==> src/rtl/butterfly_wb.sv <==
// NTT butterfly write-back: buffers result pairs in a small FIFO and serialises
// each pair into two single-coefficient RAM writes (a then b), honouring mem_gnt_i.
// Ports: clk_i, rst_n_i, valid_i/ready_o (pair handshake), a_out_i, b_out_i,
// addr_a_i, addr_b_i, mem_we_o/mem_addr_o/mem_wdata_o/mem_gnt_i (RAM write port),
// empty_o (all writes retired), err_o (sticky range error).
// Optional macro BFLY_WB_RANGE_CHK_EN enables the sticky err_o range check
// against Q_MOD; without it err_o is tied low.
module butterfly_wb #(
    parameter int DATA_W = 23,
    parameter int ADDR_W = 8,
    parameter int DEPTH  = 4,
    parameter int Q_MOD  = 8380417
) (
    input  logic              clk_i,
    input  logic              rst_n_i,
    input  logic              valid_i,
    output logic              ready_o,
    input  logic [DATA_W-1:0] a_out_i,
    input  logic [DATA_W-1:0] b_out_i,
    input  logic [ADDR_W-1:0] addr_a_i,
    input  logic [ADDR_W-1:0] addr_b_i,
    output logic              mem_we_o,
    output logic [ADDR_W-1:0] mem_addr_o,
    output logic [DATA_W-1:0] mem_wdata_o,
    input  logic              mem_gnt_i,
    output logic              empty_o,
    output logic              err_o
);

    localparam int PTR_W = $clog2(DEPTH);
    localparam int CNT_W = PTR_W + 1;

    if ((DEPTH < 2) || ((DEPTH & (DEPTH - 1)) != 0)) begin : g_bad_depth
        $error("butterfly_wb: DEPTH must be a power of two >= 2");
    end
    if ((Q_MOD <= 0) || (Q_MOD >= (1 << DATA_W))) begin : g_bad_q
        $error("butterfly_wb: Q_MOD must fit in DATA_W bits");
    end

    typedef enum logic [1:0] {IDLE, WR_A, WR_B} state_t;

    typedef struct packed {
        logic [DATA_W-1:0] a;
        logic [DATA_W-1:0] b;
        logic [ADDR_W-1:0] addr_a;
        logic [ADDR_W-1:0] addr_b;
    } entry_t;

    entry_t             fifo_q [DEPTH];
    entry_t             head;
    logic [PTR_W-1:0]   wr_ptr_q;
    logic [PTR_W-1:0]   rd_ptr_q;
    logic [CNT_W-1:0]   count_q;
    logic [CNT_W-1:0]   count_nxt;
    state_t             state_q;
    logic               push;
    logic               pop;

    assign ready_o   = (count_q != CNT_W'(DEPTH));
    assign push      = valid_i & ready_o;
    assign pop       = (state_q == WR_B) & mem_gnt_i;
    assign count_nxt = count_q + CNT_W'(push) - CNT_W'(pop);
    assign head      = fifo_q[rd_ptr_q];
    assign empty_o   = (count_q == '0) & (state_q == IDLE);

    // Payload storage carries no reset: it is only observed while the FSM
    // is in WR_A/WR_B, which requires a push after reset.
    always_ff @(posedge clk_i) begin
        if (push) begin
            fifo_q[wr_ptr_q] <= '{a: a_out_i, b: b_out_i,
                                  addr_a: addr_a_i, addr_b: addr_b_i};
        end
    end

    always_ff @(posedge clk_i or negedge rst_n_i) begin
        if (!rst_n_i) begin
            wr_ptr_q <= '0;
            rd_ptr_q <= '0;
            count_q  <= '0;
        end else begin
            if (push) wr_ptr_q <= wr_ptr_q + PTR_W'(1);
            if (pop)  rd_ptr_q <= rd_ptr_q + PTR_W'(1);
            count_q <= count_nxt;
        end
    end

    // Leaving WR_B looks at the post-pop occupancy (including a same-cycle
    // push) so back-to-back pairs stream at one pair per two cycles.
    always_ff @(posedge clk_i or negedge rst_n_i) begin
        if (!rst_n_i) begin
            state_q <= IDLE;
        end else begin
            unique case (state_q)
                IDLE: if (count_q != '0) state_q <= WR_A;
                WR_A: if (mem_gnt_i) state_q <= WR_B;
                WR_B: if (mem_gnt_i) state_q <= (count_nxt != '0) ? WR_A : IDLE;
                default: state_q <= IDLE;
            endcase
        end
    end

    always_comb begin
        mem_we_o    = 1'b0;
        mem_addr_o  = '0;
        mem_wdata_o = '0;
        unique case (state_q)
            WR_A: begin
                mem_we_o    = 1'b1;
                mem_addr_o  = head.addr_a;
                mem_wdata_o = head.a;
            end
            WR_B: begin
                mem_we_o    = 1'b1;
                mem_addr_o  = head.addr_b;
                mem_wdata_o = head.b;
            end
            default: ;
        endcase
    end

`ifdef BFLY_WB_RANGE_CHK_EN
    localparam logic [DATA_W-1:0] Q_VAL = DATA_W'(Q_MOD);
    logic err_q;

    always_ff @(posedge clk_i or negedge rst_n_i) begin
        if (!rst_n_i) begin
            err_q <= 1'b0;
        end else if (push && ((a_out_i >= Q_VAL) || (b_out_i >= Q_VAL))) begin
            err_q <= 1'b1;
        end
    end

    assign err_o = err_q;
`else
    assign err_o = 1'b0;
`endif

endmodule

==> config.mk <==
export PLATFORM = sky130hd
export DESIGN_NAME = butterfly_wb
export DESIGN_NICKNAME = d
export VERILOG_FILES = /design/src/rtl/butterfly_wb.sv
export SDC_FILE = /design/constraint.sdc
export NUM_CORES = 1
export LEC_CHECK = 0
export ABC_AREA = 1
export CAP_MARGIN = 20
export CORE_ASPECT_RATIO = 2
export CORE_MARGIN = 3
export CORE_UTILIZATION = 46
export CTS_CLUSTER_DIAMETER = 80
export DETAILED_ROUTE_END_ITERATION = 16
export GPL_ROUTABILITY_DRIVEN = 0
export HOLD_SLACK_MARGIN = 0.03
export MAX_ROUTING_LAYER = met4
export PLACE_DENSITY = 0.68
export SETUP_SLACK_MARGIN = 0.5
export SYNTH_ARGS = -nofsm -noshare
export SYNTH_HDL_FRONTEND = slang
export SYNTH_SLANG_ARGS = --single-unit
==> constraint.sdc <==
create_clock -name clk_i -period 9.7 [get_ports clk_i]
set_input_delay 0.97 -clock clk_i [delete_from_list [all_inputs] [get_ports clk_i]]
set_output_delay 0.97 -clock clk_i [all_outputs]
set_load 0.1 [all_outputs]
# After elaboration in Yosys (flattened, before gate mapping)
# Memories as Yosys holds them, arrays and structs flattened.
# Index checks and enable logic that the tools add are counted.
# totals
latchBits	0
ramBits	248
mem_bits_ro	0
wordCells	34
out_inout_bits	35
inputBits	66
mem_count	1
ff_bits	9
# mem_list
name	words	word_bits	read_ports	rd_ports_with_merged_regs	write_ports	line	source
fifo_q	4	62	1	0	1	49	entry_t fifo_q [DEPTH];
# classes
n_shift	0
div	0
mux	10
bitwise	3
mul	0
reduce_logical	6
n_lt_le_gt_ge	0
eq_ne	6
addsub	4
# ops
op	count
case mux 23 bit (2 select lines)	1
case mux 8 bit (2 select lines)	1
two-way mux 2 bit	3
case mux 2 bit (3 select lines)	1
nonzero test 3 bit	2
adder 2 x 1 -> 2 bit (second input constant)	2
two-way mux 1 bit	4
!= test 2 bit (second input constant)	2
adder 3 x 1 -> 3 bit	1
AND 1 bit	3
logical NOT 3 bit	1
!= test 3 bit (second input constant)	1
AND reduction 3 bit	1
subtractor 3 x 1 -> 3 bit	1
equality test 2 x 1 -> 1 bit (second input constant)	1
equality test 2 bit (second input constant)	1
logical NOT 2 bit	1
!= test 2 x 1 -> 1 bit (second input constant)	1
OR reduction 2 bit	1

# Longest topological paths before layout
# Gate-level depths: netlist of the first run.
# logic_depth
word_depth	8
ltp_mapped	16
depth_no_buf	15

# Worst setup path after synthesis of the first run
# Ideal clock, no wire load.
# synth_path
path_kind	register to register
start	reg count_q[1]
end	mem fifo_q[0][0] (netlist name) (enable)
slack_ps	5118
arrival_time_ps	4099
stages_incl_launch_ff	5
cell_sequence	dfrtp_1 -> nor2_1 -> nand2_1 -> nand2_1 -> nor2_1
# synth_via
elab_chain_len	4
# synth_lines
element	line	source
start, declared	53	logic [CNT_W-1:0] count_q;
start signal, assigned	83	count_q <= count_nxt;
!= test 3 bit	59	assign ready_o = (count_q != CNT_W'(DEPTH));
via ready_o	17	output logic ready_o,
AND 1 bit	60	assign push = valid_i & ready_o;
two-way mux 1 bit	69	if (push) begin
two-way mux 1 bit (implied by the code)	70	fifo_q[wr_ptr_q] <= '{a: a_out_i, b: b_out_i,
end, declared	49	
# The timed path passes the listed nets, and every way through them passes these cells.

# Final worst setup path of the first run
# layout_path
start	reg rd_ptr_q[0]
end	out mem_wdata_o[2]
# layout_via
elab_chain_len	2
# layout_lines
element	line	source
start, declared	52	logic [PTR_W-1:0] rd_ptr_q;
start signal, assigned	82	if (pop) rd_ptr_q <= rd_ptr_q + PTR_W'(1);
memory read (4 x 62 bit)	-	
case mux 23 bit (2 select lines)	106	unique case (state_q)
end, declared	24	output logic [DATA_W-1:0] mem_wdata_o,
# Every way passes these cells.

==> results of run 1 <==
cells in the mapped netlist:
| cell | number |
|---|---|
| edfxtp_1 | 248 |
| nor2_1 | 230 |
| nand2_1 | 106 |
| o21ai_1 | 82 |
| o21ai_0 | 74 |
| a21oi_1 | 33 |
| clkbuf_1 | 21 |
| inv_1 | 18 |
| buf_2 | 13 |
| ha_1 | 11 |
| buf_6 | 9 |
| dfrtp_1 | 9 |
| buf_4 | 5 |
| buf_1 | 3 |
| nand3_1 | 3 |
| xor2_1 | 2 |
| clkbuf_2 | 1 |
| conb_1 | 1 |
| fa_1 | 1 |
| inv_4 | 1 |
kinds of logic after synthesis:
logic type | count (synthesis)
adders and majority gates | 12
AOI/OAI and AO/OA | 189
buffers and inverters | 71
other | 1
and+or+nand+nor | 339
xor gates and xnor gates | 2
DFF | 257
path summary, 6_finish.rpt:
path                                  start        endpoint  slack, ns  depth (start not counted)
worst max-delay path            rd_ptr_q[0]  mem_wdata_o[2]       4.40                          7
worst min-delay path             count_q[0]      count_q[0]       0.56                          1
worst max register to register   state_q[0]      state_q[0]       6.65                         14
worst min register to register   count_q[0]      count_q[0]       0.56                          1
max in group asynchronous           rst_n_i     rd_ptr_q[0]       8.55                          1
min in group asynchronous           rst_n_i      count_q[1]       0.78                          1
where the power goes:
part	leakage, nW	total [W]	switching (W)	internal [W]
Combinational	1.48	0.00187	0.00141	0.000459
Clock	0.354	0.000878	0.000374	0.000504
Sequential	2.38	0.00158	0.000105	0.00147
layer usage:
metal	GRT usage	up-vias	part of all wire	routed length (um)
li1	-	3171	-	-
met1	0.2111	3223	0.38	8764
met2	0.3407	192	0.53	12220
met3	0.02539	47	0.053	1223
met4	0.09146	0	0.038	873
met5	-	-	0	0
worst max-delay path: stages, from the launching register on:
cell             delay [ns]
dfrtp_4                0.70
inv_4                  0.36
buf_4                  0.77
o21ai_0                0.22
nand2_1                0.11
nand2_1                0.05
a21oi_1                0.33
clkdlybuf4s50_1        1.20
through the flow:
step,setup WS (ns),hold WS [ns],cells,instance area [um2]
2_1_floorplan,5.118,0.5007,871,10450
3_3_place_gp,4.945,0.5322,1203,11590
3_5_place_dp,4.927,0.5454,1203,11590
4_1_cts,4.371,0.5632,1243,12310
5_1_grt,4.151,0.5886,1247,12320
6_report,4.399,0.5608,1247,12320
final cells by class:
cell class,instances,area (um2)
multi-input cells,543,2436
diodes,4,10.01
inverters,19,73.82
repair buffers,108,1059
clock buffers,31,625.6
flip-flops and latches,257,7680
well taps,276,345.3
clock inverters,9,95.09
fillers,1825,9931
flip-flops by register name, summed over array words and instances, names as in the netlist:
register	count
rd_ptr_q	2
state_q	2
count_q	3
wr_ptr_q	2
fifo_q	248
==> impl_metrics.xml, run 1 <==
<?xml version="1.0" encoding="UTF-8"?>
<metrics>
  <group name="run_status">
    <metric name="result_of_the_run" unit="">finished clean</metric>
  </group>
  <group name="clock_network">
    <metric name="clock_insertion_delay_worst_skew" unit="ns">0.51</metric>
    <metric name="postCtsSetupRepairBufs" unit="">0</metric>
    <metric name="cts.htree.levels" unit="">1</metric>
    <metric name="post_cts_resize_count" unit="">0</metric>
    <metric name="tritoncts" unit="">done</metric>
    <metric name="cts.root.buffer_cell" unit="">clkbuf_16</metric>
    <metric name="clk_pin_slew_worst_paths" unit="ns">0.07</metric>
    <metric name="ctsHoldBuffers" unit="">0</metric>
    <metric name="cts_buffers" unit="">22</metric>
    <metric name="cts_sinks" unit="">257</metric>
    <metric name="ctsLongestPathBuffers" unit="">3</metric>
  </group>
  <group name="run">
    <metric name="max_cap_violations" unit="">0</metric>
  </group>
  <group name="sta">
    <metric name="hold_viol_final" unit="">0</metric>
    <metric name="period_share" unit="">0.5465</metric>
    <metric name="report.final.setup_viol" unit="">0</metric>
    <metric name="slew_headroom" unit="">0.3252</metric>
    <metric name="fmax" unit="MHz">188.6</metric>
    <metric name="worstMarginPinSlew" unit="ns">1.012</metric>
    <metric name="unrepaired_setup_endpoints_after_global_routing" unit="">false</metric>
    <metric name="min_period" unit="ns">5.301</metric>
    <metric name="timing.setup.tns" unit="ns">0</metric>
    <metric name="clock-skew-final" unit="ns">0.007160</metric>
    <metric name="slew_viol_final" unit="">0</metric>
  </group>
  <group name="synthesis">
    <metric name="netlist-cell-type-count" unit="">20</metric>
    <metric name="synth_sequential_area_ratio" unit="">0.7345</metric>
    <metric name="yosys_warnings" unit="">0</metric>
    <metric name="synthesis.nets" unit="">949</metric>
    <metric name="synth_largest_type_area_fraction" unit="">0.7129</metric>
    <metric name="synth-xor-area-share" unit="">0.001677</metric>
    <metric name="synth_top_family_by_area" unit="">simple AND/OR/NAND/NOR gates</metric>
    <metric name="synth_area_leaders" unit="">edfxtp_1 (71%), nor2_1 (8.3%), o21ai_1 (3.9%), nand2_1 (3.8%), o21ai_0 (3.5%)</metric>
    <metric name="synthCells" unit="">871</metric>
    <metric name="synth_compound_area_frac" unit="">0.09055</metric>
    <metric name="synthSimpleGateAreaFrac" unit="">0.1222</metric>
    <metric name="adder_and_majority_gate_portion_of_the_synthesized_area" unit="">0.01509</metric>
    <metric name="synth-seq-cells" unit="">257</metric>
    <metric name="cell_area_after_synthesis" unit="mm2">0.01045</metric>
    <metric name="portion_of_netlist_area_occupied_by_mux_cells" unit="">0</metric>
    <metric name="post-synth-top-area-cell" unit="">edfxtp_1</metric>
    <metric name="synth_area_per_cell" unit="um2">11.99</metric>
  </group>
  <group name="floorplanning">
    <metric name="start_util" unit="">0.4694</metric>
    <metric name="io_pins" unit="">101</metric>
    <metric name="die_outline_height" unit="um">219.1</metric>
    <metric name="rows" unit="">77</metric>
    <metric name="floorplan.core_area" unit="mm2">0.02226</metric>
    <metric name="die_boundary_width" unit="um">112.6</metric>
    <metric name="design.die.area" unit="mm2">0.02466</metric>
  </group>
  <group name="final_layout">
    <metric name="layout.cells.most_common" unit="">edfxtp_1</metric>
    <metric name="fin_nets" unit="">1029</metric>
    <metric name="drive_above_1_share" unit="">0.05067</metric>
    <metric name="mostFrequentLayoutCells" unit="">edfxtp_1 (248), nor2_1 (226), nand2_1 (106), clkdlybuf4s50_1 (99), o21ai_1 (82)</metric>
    <metric name="post-route-util" unit="">0.5538</metric>
    <metric name="layout-area-overhead-vs-synth" unit="%">17.98</metric>
  </group>
  <group name="worst_setup_path">
    <metric name="worstSetupPathType" unit="">flop to output port</metric>
    <metric name="setup.worst_path.end_class" unit="">output port</metric>
    <metric name="worst-endpoint-required" unit="ns">8.73</metric>
    <metric name="path_max_fanout" unit="">91</metric>
    <metric name="cp-start-kind" unit="">flop</metric>
    <metric name="worst_ep_arrival_time" unit="ns">4.33</metric>
  </group>
  <group name="grt">
    <metric name="grt_pass1_wl" unit="mm">35.65</metric>
    <metric name="grt_max_degree" unit="">92</metric>
    <metric name="grt_pass1_vias" unit="">6677</metric>
    <metric name="gr-total-overflow" unit="">0</metric>
    <metric name="track_usage" unit="">0.1919</metric>
    <metric name="initial_antenna_violation_count" unit="">4</metric>
  </group>
  <group name="pwr">
    <metric name="vdd.ir_drop.worst" unit="mV">0.2831</metric>
    <metric name="totalPowerFinal" unit="W">0.004324</metric>
    <metric name="leakagePower" unit="nW">4.210</metric>
    <metric name="powerDensity" unit="mW/mm2">350.8</metric>
  </group>
  <group name="detailed_routing">
    <metric name="routed-via-count" unit="">6633</metric>
    <metric name="wire_per_inst" unit="um">18.51</metric>
    <metric name="detailedRoute.firstPassIterationCount" unit="">5</metric>
    <metric name="drc" unit="">0</metric>
    <metric name="antenna_violating_nets_post_route" unit="">0</metric>
    <metric name="drt-initial-drc-count" unit="">425</metric>
    <metric name="postRouteWirelength" unit="mm">23.08</metric>
    <metric name="via_per_inst" unit="">5.319</metric>
  </group>
  <group name="placed_design">
    <metric name="place.detailed.hpwl" unit="mm">12.83</metric>
    <metric name="io_buffers" unit="">99</metric>
  </group>
  <group name="worst_hold_path">
    <metric name="hp-class" unit="">flop to flop</metric>
  </group>
</metrics>
Power figures use the tool's default switching activity.
==> run 2, diff against run 1 <==
Settings changed: PLACE_DENSITY 0.68 to 0.71.
Clock period 9.7 ns to 4.5 ns, I/O delays scaled along.
==> impl_metrics.xml, run 2 (synthesis results as in run 1) <==
<?xml version="1.0" encoding="UTF-8"?>
<metrics>
  <group name="run_status">
    <metric name="result_of_the_run" unit="">finished clean</metric>
  </group>
  <group name="pwr">
    <metric name="vdd.ir_drop.worst" unit="mV">0.5489</metric>
    <metric name="leakagePower" unit="nW">4.313</metric>
    <metric name="powerDensity" unit="mW/mm2">761.0</metric>
  </group>
  <group name="grt">
    <metric name="track_usage" unit="">0.1935</metric>
    <metric name="gr-total-overflow" unit="">0</metric>
    <metric name="grt_pass1_wl" unit="mm">35.72</metric>
    <metric name="grt_pass1_vias" unit="">6579</metric>
    <metric name="initial_antenna_violation_count" unit="">4</metric>
    <metric name="grt_max_degree" unit="">71</metric>
  </group>
  <group name="sta">
    <metric name="fmax" unit="MHz">277.9</metric>
    <metric name="period_share" unit="">0.7997</metric>
    <metric name="worstMarginPinSlew" unit="ns">0.9760</metric>
    <metric name="timing.setup.tns" unit="ns">0</metric>
    <metric name="slew_viol_final" unit="">0</metric>
    <metric name="slew_headroom" unit="">0.3473</metric>
    <metric name="report.final.setup_viol" unit="">0</metric>
    <metric name="unrepaired_setup_endpoints_after_global_routing" unit="">false</metric>
    <metric name="clock-skew-final" unit="ns">0.01638</metric>
    <metric name="hold_viol_final" unit="">0</metric>
    <metric name="min_period" unit="ns">3.599</metric>
  </group>
  <group name="detailed_routing">
    <metric name="antenna_violating_nets_post_route" unit="">0</metric>
    <metric name="routed-via-count" unit="">6686</metric>
    <metric name="wire_per_inst" unit="um">18.70</metric>
    <metric name="via_per_inst" unit="">5.345</metric>
    <metric name="drt-initial-drc-count" unit="">586</metric>
    <metric name="postRouteWirelength" unit="mm">23.40</metric>
    <metric name="detailedRoute.firstPassIterationCount" unit="">5</metric>
    <metric name="drc" unit="">0</metric>
  </group>
  <group name="placed_design">
    <metric name="numPlacedInstances" unit="">1208</metric>
    <metric name="place.detailed.hpwl" unit="mm">14.04</metric>
    <metric name="io_buffers" unit="">99</metric>
  </group>
  <group name="floorplanning">
    <metric name="start_util" unit="">0.4694</metric>
    <metric name="die_boundary_width" unit="um">112.6</metric>
    <metric name="floorplan.core_area" unit="mm2">0.02226</metric>
    <metric name="rows" unit="">77</metric>
    <metric name="design.die.area" unit="mm2">0.02466</metric>
    <metric name="die_outline_height" unit="um">219.1</metric>
    <metric name="io_pins" unit="">101</metric>
  </group>
  <group name="worst_setup_path">
    <metric name="regToRegStartpoint" unit="">state_q[0]</metric>
    <metric name="timing.reg2reg.worst_path_depth" unit="">15</metric>
    <metric name="worst-endpoint-required" unit="ns">4.05</metric>
    <metric name="cpLargestDelayFamily" unit="">buffers and inverters</metric>
    <metric name="crit_path_top_delay_cell" unit="">dfrtp_4</metric>
    <metric name="path_max_fanout" unit="">45</metric>
    <metric name="r2r_end" unit="">state_q[0]</metric>
    <metric name="startpoint" unit="">rd_ptr_q[1]</metric>
    <metric name="setup.worst_path.end_class" unit="">output port</metric>
    <metric name="worst-r2r-setup-slack" unit="ns">1.69</metric>
    <metric name="cp-start-kind" unit="">flop</metric>
    <metric name="worst_ep_arrival_time" unit="ns">3.15</metric>
    <metric name="critical_path.n_buffers_inverters" unit="">3</metric>
    <metric name="critical-path-max-stage-delay" unit="ns">0.75</metric>
    <metric name="list_of_cells_traversed_by_the_critical_path" unit="">inv_1 &gt; buf_4 &gt; nor2_1 &gt; o21ai_1 &gt; nand2_1 &gt; nand2_1 &gt; a21oi_1 &gt; buf_4</metric>
    <metric name="worstSetupPathType" unit="">flop to output port</metric>
  </group>
  <group name="final_layout">
    <metric name="layout-area-overhead-vs-synth" unit="%">18.16</metric>
    <metric name="max_flop_register" unit="">fifo_q</metric>
    <metric name="mostFrequentLayoutCells" unit="">edfxtp_1 (248), nor2_1 (226), nand2_1 (106), o21ai_1 (82), o21ai_0 (74)</metric>
    <metric name="fin_nets" unit="">1034</metric>
    <metric name="layout.cells.most_common" unit="">edfxtp_1</metric>
    <metric name="largest_reg_flops" unit="">248</metric>
    <metric name="drive_above_1_share" unit="">0.09156</metric>
    <metric name="stdcell_count" unit="">1251</metric>
    <metric name="largestRegisters" unit="">fifo_q x248, count_q x3</metric>
  </group>
  <group name="clock_network">
    <metric name="postCtsSetupRepairBufs" unit="">0</metric>
    <metric name="cts.htree.levels" unit="">1</metric>
    <metric name="cts_sinks" unit="">257</metric>
    <metric name="cts_buffers" unit="">22</metric>
    <metric name="tritoncts" unit="">done</metric>
    <metric name="clock_insertion_delay_worst_skew" unit="ns">0.52</metric>
    <metric name="ctsHoldBuffers" unit="">0</metric>
    <metric name="cts.root.buffer_cell" unit="">clkbuf_16</metric>
    <metric name="ctsLongestPathBuffers" unit="">3</metric>
    <metric name="clk_pin_slew_worst_paths" unit="ns">0.07</metric>
    <metric name="post_cts_resize_count" unit="">0</metric>
  </group>
  <group name="run">
    <metric name="max_cap_violations" unit="">0</metric>
  </group>
  <group name="worst_hold_path">
    <metric name="hp-class" unit="">input pin to async pin</metric>
  </group>
</metrics>
==> run 2: worst reg2reg max path, cell delays in order (launching register included) <==
cell and delay (ns):
dfrtp_1 0.44, inv_1 0.12, ha_2 0.17, buf_4 0.42, nand2_1 0.15, inv_1 0.11, ha_1 0.23, inv_1 0.05
ha_1 0.15, fa_1 0.44, nor2_1 0.12, nand3_1 0.09, nand2_1 0.06, nand2_1 0.06, nand2_1 0.05, nand2_1 0.04
==> run 2: worst max path at each step <==
stage / end / slack, ns / cells after the start
6_report: mem_wdata_o[22] / 0.90 / 8
5_1_grt: mem_wdata_o[22] / 0.68 / 8
4_1_cts: mem_wdata_o[17] / 0.93 / 8
3_5_place_dp: mem_wdata_o[22] / 1.48 / 8
3_3_place_gp: mem_wdata_o[17] / 1.46 / 8
2_1_floorplan: fifo_q[0][0] / -0.08 / 4
==> run 2: cell type report <==
cell class | count | area [um2]
clock inverters | 7 | 96.34
inverters | 19 | 73.82
flip-flops and latches | 257 | 7680
multi-input cells | 543 | 2436
repair buffers | 113 | 1031
clock buffers | 33 | 673.1
well taps | 276 | 345.3
diodes | 3 | 7.507
fillers | 1802 | 9912
==> run 2: per-stage QoR <==
stage / instance area (um2) / setup WS, ns / utilization / power [W] / hold WS (ns)
2_1_floorplan: 10450 / -0.08192 / - / 0.006519 / 0.1544
3_3_place_gp: 11570 / 1.458 / 0.5197 / 0.007447 / 0.5243
3_5_place_dp: 11570 / 1.478 / 0.5197 / 0.007505 / 0.5331
4_1_cts: 12340 / 0.9275 / 0.5543 / 0.009460 / 0.2592
5_1_grt: 12340 / 0.6786 / 0.5546 / 0.009890 / 0.2882
6_report: 12340 / 0.9012 / 0.5546 / 0.009393 / 0.2612
==> run 2: power breakdown <==
part           leakage, nW  switching (W)  internal, W  total, W
Clock                0.370       0.000806      0.00115   0.00196
Combinational         1.57        0.00312     0.000961   0.00408
Sequential            2.38       0.000182      0.00317   0.00335
Total                 4.31        0.00411      0.00528   0.00939
==> run 2: routing by layer <==
| layer | global-route usage | up-vias | part of all wire |
|---|---|---|---|
| met5 | - | - | 0 |
| met4 | 0.1027 | 0 | 0.041 |
| met3 | 0.02208 | 55 | 0.050 |
| met2 | 0.3476 | 212 | 0.56 |
| met1 | 0.2064 | 3235 | 0.35 |
| li1 | - | 3184 | - |
==> RTL change, RTL diff (flow settings as in run 2) <==
Add a define of `BFLY_WB_RANGE_CHK_EN`.
--- a/src/rtl/butterfly_wb.sv
+++ b/src/rtl/butterfly_wb.sv
@@ -5,6 +5,8 @@
 // empty_o (all writes retired), err_o (sticky range error).
 // Optional macro BFLY_WB_RANGE_CHK_EN enables the sticky err_o range check
 // against Q_MOD; without it err_o is tied low.
+`define BFLY_WB_RANGE_CHK_EN
+
 module butterfly_wb #(
     parameter int DATA_W = 23,
     parameter int ADDR_W = 8,
Behaviour: not the same (Yosys sat finds a counterexample within 4 cycles, from zero or initial values and one cycle with rst_n_i low).
==> RTL change against run 2 <==
- sequential share of layout area fell by 0.87 points
- sequential cell count up 1
- area after synthesis up 1.5%
- setup slack better by 0.27 ns
- routed wire length increased by 7.2%
- power fell by 0.54%
- register-to-register slack improved by 0.09 ns
- synthesized cell count up 2.6%
- die area is 1.4% higher
- cell area increased by 1.7%
- first-iteration DRC count down 2.6%
- global-route usage up 1.4 points
- maximum frequency is 8.1% higher
- count of clock-buffer cells in the layout decreased by 3
- highest routed layer unchanged
==> RTL change: results (changes against run 2) <==
Timing
  – Skew final: 0.0158 ns (-0.000552 ns)
  – Worst-Margin Slew: 0.991 ns (+0.0147 ns)
  – Worst hold margin: 0.290 ns (+0.0285 ns)

Pwr
  – Static Leak: 4.34 nW (+0.58%)
  – Seq group: 0.00340 W (+1%)
  – P_comb: 0.00407 W (about the same)
  – VDD IR-drop max: 0.562 mV (+2.3%)
  – Tot Pwr: 0.00934 W (-0.54%)

Global route
  – First-pass GRT wire length: 38700 µm (+8.4%)
  – Vias in the first global route: 7173 (+9.0%)
  – Total track usage: 20.7% (+1.4 points)
  – Largest net degree at the start of global routing: 111 (+56%)
  – Initial antenna violation count: 2 (-2)

Yosys
  – Adder-cell share of the synthesized area: 1.49% (-0.022 points)
  – Compound-Gate Fraction of Synth Area: 10.4% (+1.3 points)
  – Post-Syn Nets: 972 (+2.4%)
  – Area contributors post-synth: edfxtp_1 70%, nor2_1 7.6%, o21ai_0 4.7%, o21ai_1 4.2%, nand2_1 3.4%
  – Synthesis warning total: 0 (unchanged)
  – Synth Register Bits: 258 (+0.39%)
  – Synthesized area per cell: 11.9 µm² (-1.1%)
  – Post-Synth XOR/XNOR Area: 0.165% (-0.0025 points)

Layout
  – Antenna cell count: 1 (-2)
  – Buffers excl. clock: 118 (+4.4%)
  – P&R area growth vs syn: 18.4%
  – Fillers: 1856 (+3.0%)
  – Clkbuf count: 30 (-9.1%)
  – Clock Network Area Fraction: 5.76% (-0.48 points)
  – Data buffer area share: 8.99% (+0.63 points)
  – Multi-input comb cells: 556 (+2.4%)
  – Sequential share of cell area: 61.4% (-0.87 points)
  – Layout cells sized above 1: 9.19% (+0.034 points)
  – Area of the multi-input gates: 2540 µm² (+4.2%)
  – Inverters: 29 (+10)

Setup path
  – CP peak stage delay: 0.68 ns (-0.07 ns)
  – Worst Path Max Fanout: 56 (+24%)
  – Worst flop-to-flop path startpoint: state_q[0]
  – R2R Setup Slk: 1.78 ns (+0.09 ns)

Drt
  – Via count: 6996 (+4.6%)
  – Initial detailed-routing violation count: 571 (-2.6%)
  – DR WL/cell: 19.6 µm (+4.6%)

Outcome
  – Run status: finished, final reports clean

Placed design
  – Dpl ws: 1.62 ns (+0.144 ns)
  – DP Wirelength: 15700 µm (+12%)
  – Port Buffer Count: 100 (+1.0%)
RTL change: worst max path at each step:
stage	from	cells past startpoint	slack [ns]	to
global placement	rd_ptr_q[1]	6	1.67	mem_wdata_o[4]
CTS	rd_ptr_q[1]	6	1.07	mem_wdata_o[4]
finish	rd_ptr_q[0]	6	1.17	mem_wdata_o[14]
detailed placement	rd_ptr_q[1]	6	1.62	mem_wdata_o[4]
floorplan	count_q[1]	4	-0.06	fifo_q[0][0]
global route	rd_ptr_q[0]	6	0.97	mem_wdata_o[18]
RTL change: per-stage QoR:
stage,setup TNS [ns],instances
finish,0,1282
global route,0,1282
CTS,0,1280
detailed placement,0,1240
global placement,0,1240
floorplan,-14.56,894
RTL change: routing by layer:
layer  vias up  wire length, µm  global-route usage, %
met4         0              690                   6.66
met5         -                0                      -
met1      3438             9480                   24.2
met2       226            13600                   37.2
li1       3290                -                      -
met3        42             1290                   2.44
